<file path="config.mk">
export PLATFORM = sky130hd
export DESIGN_NAME = rgmii_link_ctrl
export DESIGN_NICKNAME = d
export VERILOG_FILES = /design/src/rtl/rgmii_pkg.sv /design/src/rtl/rgmii_status_debounce.sv /design/src/rtl/rgmii_link_ctrl.sv
export SDC_FILE = /design/constraint.sdc
export NUM_CORES = 1
export LEC_CHECK = 0
export ABC_AREA = 1
export BUFFER_PORTS_ARGS = -buffer_cell sky130_fd_sc_hd__buf_2
export CAP_MARGIN = 15
export CORE_UTILIZATION = 40
export DETAILED_ROUTE_END_ITERATION = 10
export GPL_TIMING_DRIVEN = 0
export PLACE_DENSITY_LB_ADDON = 0.3
export SYNTH_ARGS = -nofsm -noshare
export SYNTH_HDL_FRONTEND = slang
export SYNTH_HIERARCHICAL = 1
export SYNTH_SLANG_ARGS = --single-unit
</file>
<file path="constraint.sdc">
create_clock -name clk -period 3.5 [get_ports clk]
set_input_delay 0.175 -clock clk [delete_from_list [all_inputs] [get_ports clk]]
set_output_delay 0.175 -clock clk [all_outputs]
set_load 0.01 [all_outputs]
</file>
<file path="src/rtl/rgmii_pkg.sv">
// Shared types for the RGMII link sequencer:
// speed codes, FSM encoding, in-band tuple.
package rgmii_pkg;

  localparam logic [1:0] SPD_10   = 2'b00;
  localparam logic [1:0] SPD_100  = 2'b01;
  localparam logic [1:0] SPD_1000 = 2'b10;
  localparam logic [1:0] SPD_RSVD = 2'b11;

  typedef enum logic [2:0] {
    S_RST    = 3'd0,
    S_SETTLE = 3'd1,
    S_DOWN   = 3'd2,
    S_UP     = 3'd3
  } state_t;

  typedef struct packed {
    logic       up;
    logic [1:0] spd;
    logic       dplx;
  } ibs_t;

  function automatic logic is_gig(
    input logic [1:0] s
  );
    return s == SPD_1000;
  endfunction

endpackage

</file>
<file path="src/rtl/rgmii_status_debounce.sv">
// 2-flop synchronizer and debounce counter
// for the receiver in-band status tuple.
module rgmii_status_debounce
  import rgmii_pkg::*;
#(
  parameter int DEBOUNCE_CYCLES = 1000,
  parameter int CNT_W           = 16
) (
  input  logic       clk,
  input  logic       reset_n,
  input  logic       clr,
  input  logic       ibs_up,
  input  logic [1:0] ibs_spd,
  input  logic       ibs_dplx,
  output logic       stable,
  output ibs_t       tuple
);

  localparam logic [CNT_W-1:0] DB_LOAD =
    CNT_W'(DEBOUNCE_CYCLES - 1);

  ibs_t             s1;
  ibs_t             s2;
  ibs_t             prev;
  logic [CNT_W-1:0] cnt;

  // clear also flushes the synchronizer so a
  // restart always sees the tuple arrive fresh
  always_ff @(posedge clk) begin
    if (!reset_n || clr) begin
      s1   <= '0;
      s2   <= '0;
      prev <= '0;
      cnt  <= DB_LOAD;
    end else begin
      s1 <= {ibs_up, ibs_spd, ibs_dplx};
      s2 <= s1;
      if (s2 != prev) begin
        prev <= s2;
        cnt  <= DB_LOAD;
      end else if (cnt != '0) begin
        cnt <= cnt - CNT_W'(1);
      end
    end
  end

  assign stable = !clr && (s2 == prev) &&
                  (cnt == '0);
  assign tuple  = prev;

endmodule

</file>
<file path="src/rtl/rgmii_link_ctrl.sv">
// RGMII link/speed sequencer (reset, settle, debounce).
// Optional RGMII_LINK_STATS_EN adds link statistics.
module rgmii_link_ctrl
  import rgmii_pkg::*;
#(
  parameter int DEBOUNCE_CYCLES = 1000,
  parameter int RESET_CYCLES    = 16,
  parameter int SETTLE_CYCLES   = 64,
  parameter int CNT_W           = 16
) (
  input  logic        clk,
  input  logic        reset_n,
  input  logic        ibs_up,
  input  logic [1:0]  ibs_spd,
  input  logic        ibs_dplx,
  input  logic        cfg_force,
  input  logic [1:0]  cfg_spd,
`ifdef RGMII_LINK_STATS_EN
  input  logic        stat_clr,
  output logic [15:0] stat_down_cnt,
  output logic [15:0] stat_respeed_cnt,
`endif
  output logic        rx_reset,
  output logic        speed,
  output logic        link_up,
  output logic [1:0]  link_spd,
  output logic        link_dplx,
  output logic        link_event,
  output logic [2:0]  state_o
);

  localparam logic [CNT_W-1:0] RST_LOAD =
    CNT_W'(RESET_CYCLES - 1);
  localparam logic [CNT_W-1:0] SET_LOAD =
    CNT_W'(SETTLE_CYCLES - 1);

  state_t           state;
  state_t           nxt_state;
  logic [CNT_W-1:0] cnt;
  logic [CNT_W-1:0] nxt_cnt;
  logic             spd_q;
  logic             nxt_spd;
  logic [1:0]       lspd_q;
  logic [1:0]       nxt_lspd;
  logic             ldplx_q;
  logic             nxt_ldplx;
  logic [3:0]       out_q;
  logic             evt_q;

  logic             db_clr;
  logic             db_stable;
  ibs_t             db_t;
  logic [1:0]       eff;
  logic             eff_gig;
  logic             eff_ok;

  assign db_clr = (state == S_RST) ||
                  (state == S_SETTLE);

  rgmii_status_debounce #(
    .DEBOUNCE_CYCLES(DEBOUNCE_CYCLES),
    .CNT_W          (CNT_W)
  ) u_db (
    .clk     (clk),
    .reset_n (reset_n),
    .clr     (db_clr),
    .ibs_up  (ibs_up),
    .ibs_spd (ibs_spd),
    .ibs_dplx(ibs_dplx),
    .stable  (db_stable),
    .tuple   (db_t)
  );

  assign eff     = cfg_force ? cfg_spd : db_t.spd;
  assign eff_gig = is_gig(eff);
  assign eff_ok  = db_t.up && (eff != SPD_RSVD);

  always_ff @(posedge clk) begin
    if (!reset_n) begin
      state   <= S_RST;
      cnt     <= RST_LOAD;
      spd_q   <= 1'b1;
      lspd_q  <= SPD_1000;
      ldplx_q <= 1'b1;
      out_q   <= {1'b0, SPD_1000, 1'b1};
      evt_q   <= 1'b0;
    end else begin
      state   <= nxt_state;
      cnt     <= nxt_cnt;
      spd_q   <= nxt_spd;
      lspd_q  <= nxt_lspd;
      ldplx_q <= nxt_ldplx;
      out_q   <= {link_up, link_spd, link_dplx};
      evt_q   <= {link_up, link_spd, link_dplx}
                 != out_q;
    end
  end

  always_comb begin
    nxt_state = state;
    nxt_cnt   = cnt;
    nxt_spd   = spd_q;
    nxt_lspd  = lspd_q;
    nxt_ldplx = ldplx_q;
    unique case (state)
      S_RST: begin
        if (cnt == '0) begin
          nxt_state = S_SETTLE;
          nxt_cnt   = SET_LOAD;
        end else begin
          nxt_cnt = cnt - CNT_W'(1);
        end
      end
      S_SETTLE: begin
        if (cnt == '0) begin
          nxt_state = S_DOWN;
        end else begin
          nxt_cnt = cnt - CNT_W'(1);
        end
      end
      S_DOWN: begin
        if (db_stable && eff_ok) begin
          if (eff_gig == spd_q) begin
            nxt_state = S_UP;
            nxt_lspd  = eff;
            nxt_ldplx = db_t.dplx;
          end else begin
            nxt_state = S_RST;
            nxt_spd   = eff_gig;
            nxt_cnt   = RST_LOAD;
          end
        end
      end
      S_UP: begin
        if (db_stable) begin
          if (!eff_ok) begin
            nxt_state = S_DOWN;
          end else if (eff_gig != spd_q) begin
            nxt_state = S_RST;
            nxt_spd   = eff_gig;
            nxt_cnt   = RST_LOAD;
          end else begin
            nxt_lspd  = eff;
            nxt_ldplx = db_t.dplx;
          end
        end
      end
      default: begin
        nxt_state = S_RST;
        nxt_cnt   = RST_LOAD;
      end
    endcase
  end

  assign rx_reset   = (state == S_RST);
  assign speed      = spd_q;
  assign link_up    = (state == S_UP);
  assign link_spd   = lspd_q;
  assign link_dplx  = ldplx_q;
  assign link_event = evt_q;
  assign state_o    = state;

`ifdef RGMII_LINK_STATS_EN
  logic down_hit;
  logic respeed_hit;

  assign down_hit    = (state == S_UP) &&
                       (nxt_state == S_DOWN);
  assign respeed_hit = ((state == S_UP) ||
                        (state == S_DOWN)) &&
                       (nxt_state == S_RST);

  // clear wins over a same-cycle increment
  always_ff @(posedge clk) begin
    if (!reset_n || stat_clr) begin
      stat_down_cnt    <= '0;
      stat_respeed_cnt <= '0;
    end else begin
      if (down_hit && (stat_down_cnt != 16'hFFFF))
        stat_down_cnt <= stat_down_cnt + 16'd1;
      if (respeed_hit &&
          (stat_respeed_cnt != 16'hFFFF))
        stat_respeed_cnt <= stat_respeed_cnt + 16'd1;
    end
  end
`endif

endmodule

</file>
# Word-level counts from Yosys, hierarchy flattened
# Cells that the tools add are included.
[op_classes] add_sub_neg=2 eq_ne=21 muxes=35 reduce_logical=18
[op_table] cell="$mux 16" n=7
[op_table] cell="$pmux 16 s4" n=1
[op_table] cell="$logic_not 16->1" n=2
[op_table] cell="$sub 16x1->16 const B" n=2
[op_table] cell="$mux 3" n=6
[op_table] cell="$reduce_and 6->1" n=3
[op_table] cell="$reduce_bool 16->1" n=1
[op_table] cell="$mux 2" n=7
[op_table] cell="$ne 2x2->1 const B" n=6
[op_table] cell="$pmux 3 s4" n=1
[op_table] cell="$mux 1" n=10
[op_table] cell="$ne 2x1->1 const B" n=5
[op_table] cell="$ne 4x4->1" n=2
[op_table] cell="$eq 3x2->1 const B" n=2
[op_table] cell="$reduce_and 5->1" n=1
[op_table] cell="$eq 4x4->1" n=1
[op_table] cell="$logic_and 1x1->1" n=4
[op_table] cell="$pmux 1 s2" n=2
[op_table] cell="$pmux 2 s2" n=1
[op_table] cell="$eq 3x1->1 const B" n=1
[op_table] cell="$logic_not 3->1" n=1
[op_table] cell="$ne 3x2->1 const B" n=1
[op_table] cell="$eq 2x2->1 const B" n=1
[op_table] cell="$logic_not 1->1" n=2
[op_table] cell="other kinds (5)" n=6
[totals] register_bits=56 output_inout_bits=10 word_cells=93

# Longest topological paths before layout
[depth] word_depth=8 ltp_mapped=15 ltp_nobuf=14

# By module
# The synthesis kept the hierarchy.
[by_module_without_submodules] mod="rgmii_link_ctrl" instances=1 cells_per_inst=286 area_per_inst_um2=1808.0 seq_area_each_um2=540.5
[by_module_without_submodules] mod="rgmii_status_debounce" instances=1 cells_per_inst=209 area_per_inst_um2=1385.1 seq_area_each_um2=560.5

# Worst setup path before layout
# No wires, ideal clock.
[synth_timing] kind="reg2reg" startpoint="reg u_db.cnt[0]" endpoint="reg, netlist name cnt[4]" setup_ns=0.070 arrival_time_ns=1.946 slack_ns=1.485 path_stages_with_launch=15 path_buffers=2 period_less_slack_ns=2.015 path_cell_list="dfxtp_1 inv_1 ha_1 nand2_1 nor2_1 nand2_2 buf_6 nor3_2 nor2_1 inv_1 nand2_2 nor3_4 buf_6 nand2_1 a21oi_2"
[synth_lines] element="start: declaration" line="rgmii_status_debounce.sv:25" rtl="logic [CNT_W-1:0] cnt;"
[synth_lines] element="start signal: assignment" line="rgmii_status_debounce.sv:42" rtl="cnt <= cnt - CNT_W'(1);"

==> qor.csv <==
metric,value,unit
ys_seq_area_share,34.5,%
min_period,2410,ps
hold_path_startpoint,ibs_spd[1],
critPathKind,register to register,
ir_worst_vdd,0.449,mV
clkTransAtPathRegs,120,ps
fill_cells,803,
yosysWarningCount,6,
ys_types,36,
reg2reg_from,u_db/cnt[0],
grt_first_pass_wirelength,11800,µm
power_density,511,nW/µm²
min_period_over_period,68.9,%
setup_viol,0,
status,completed,
ant_nets,0,
globalplace.congestion,0.899,
holdBufCountCts,0,
drive_gt1_share,16.5,%
fin_skew,11.3,ps
rows,32,
core-area,7730,µm²
layout_commonest_cell,nand2_1,
ios,19,
end_kind,register,
dieArea,8340,µm²
numCtsBuffers,5,
cts-root-buf,clkbuf_8,
die_h,91.3,µm
post-route-drc-count,0,
cp.required,3680,ps
die_w,91.3,µm
cts_tree,built,
clock_sinks,55,
drv_slew,0,
drt_iter0_drc,164,
syn-instance-count,495,
final_cell_mix,"nand2_1 (141), nor2_1 (77), inv_1 (62), dfxtp_1 (55), nand3_1 (44)",
overflow,0,
grt_max_degree,21,
antennaDiodeCount,0,
rsz0062_at_grt,no,
nets,531,
syn-num-nets,507,
yosys_most_used_dff,dfxtp_1,
leakage,1.56,nW
maxCapViolations,0,
cts_setup_buffers,0,
htreeDepth,2,
first_pass_iters,4,
cts_resized,0,
ys_seq_elements,55,
synth-edff-count,0,
synth_area,3190,µm²
wl_per_cell,11.0,µm
routed_wl,6870,µm
insertion_delay,320,ps
cp-startpoint,u_db/cnt[0],
crit_fanout,10,
worst_pin_slew,671,ps
avgViaCountPerCell,4.82,
port_buffers,17,
finalSetupTns,0,ps
dp_hpwl,5190,µm
finalHoldWorstSlack,53.3,ps
max_slew_margin,55.1,%
num_vias,2999,
start_kind,register,
hold_viol_final,0,
grt_pass1_vias,2662,
track_usage,17.4,%
syn_area_per_cell,6.45,µm²
fmaxAchievable,414,MHz
hp-class,input pin to register,
cts.path.max_buffers,2,
utilization,45.4,%
start_util,41.3,%
async_flop_share,0,%
critPathArrivalTime,2600,ps
area.growth.synth_to_final,9.87,%
antenna_found_initial,0,
-- stage by stage --
step | instances | cell area (µm²) | power [mW] | setup slack [ps]
2_1_floorplan | 495 | 3190 | 1.23 | 1480
4_1_cts | 622 | 3510 | 1.81 | 1120
6_report | 622 | 3510 | 1.79 | 1090
3_3_place_gp | 614 | 3410 | 1.40 | 1140
3_5_place_dp | 614 | 3410 | 1.41 | 1150
5_1_grt | 622 | 3510 | 1.92 | 932
-- worst paths after layout --
| path | to | cells after the start | slack [ps] |
|---|---|---|---|
| worst max register to register | cnt[8] | 13 | 1090 |
| worst min register to register | u_db/s2[1] | 2 | 420 |
| worst min-delay path | u_db/s1[2] | 3 | 50 |
| worst max-delay path | cnt[8] | 13 | 1090 |
-- state kept, by name (all words and copies together), names as in the netlist --
register / cells
state_o: 2
link_spd: 2
speed: 1
u_db/cnt: 16
u_db/tuple: 4
u_db/s1: 4
link_dplx: 1
u_db/s2: 4
cnt: 16
link_event: 1
out_q: 4
-- worst max-delay path, cell delays in order (launching register included) --
cell and delay [ps]:
dfxtp_1 360, inv_1 140, ha_1 220, nand2_1 70, nor2_1 140, nand2_2 80, buf_6 150, nor3_2 250
nor2_1 100, a21oi_1 210, nand4_2 190, buf_4 240, nand2_1 80, a21oi_2 50
-- Yosys cell counts, drive strengths merged, types with 2 or more instances --
library cell	number	area share [%]
dfxtp	55	34
inv	69	8.1
nor3	4	1.3
or2	2	0.39
nand4	14	3.4
buf	7	1.7
nand2	156	20
a21oi	16	3.2
ha	3	1.2
nor2	95	13
nand3	46	7.5
xnor2	4	1.1
clkbuf	2	0.24
xor2	7	1.9
o211ai	2	0.47
o21ai	7	1.1
-- where the power goes --
group	switching [mW]	internal, mW	total [mW]
sequential	0.0378	0.672	0.709
clock	0.241	0.151	0.392
combinational	0.471	0.219	0.690
-- final cells by class --
class,instances,area (µm²),share of cell area (%)
Multi-Input combinational cell,361,1770,50.4
Sequential cell,55,1100,31.4
Inverter,70,263,7.49
Tap cell,102,128,3.64
Timing Repair Buffer,17,85.1,2.43
Clock buffer,5,68.8,1.96
Buffer,9,61.3,1.75
Clock inverter,3,33.8,0.963
-- per-layer routing --
| layer | vias up | wire [µm] | global-route usage, % |
|---|---|---|---|
| li1 | 1579 | - | - |
| met1 | 1370 | 3340 | 22.1 |
| met2 | 44 | 3230 | 29.4 |
| met3 | 6 | 224 | 2.68 |
| met4 | 0 | 80 | 7.14 |
| met5 | - | 0 | 0 |
-- kinds of logic (layout without fill, tap and decap cells) --
kind of cell	count (synthesis)	in the layout	share of synthesized area [%]
AND/OR/NAND/NOR	319	319	45.8
buffers and inverters	79	104	10.1
flip-flops	55	55	34.5
AO/OA/AOI/OAI	27	27	5.29
XOR/XNOR	11	11	3.02
adder cells (fa/ha/maj)	3	3	1.18
other	1	1	0.117
Note: power is estimated with default switching activity, not from simulation.
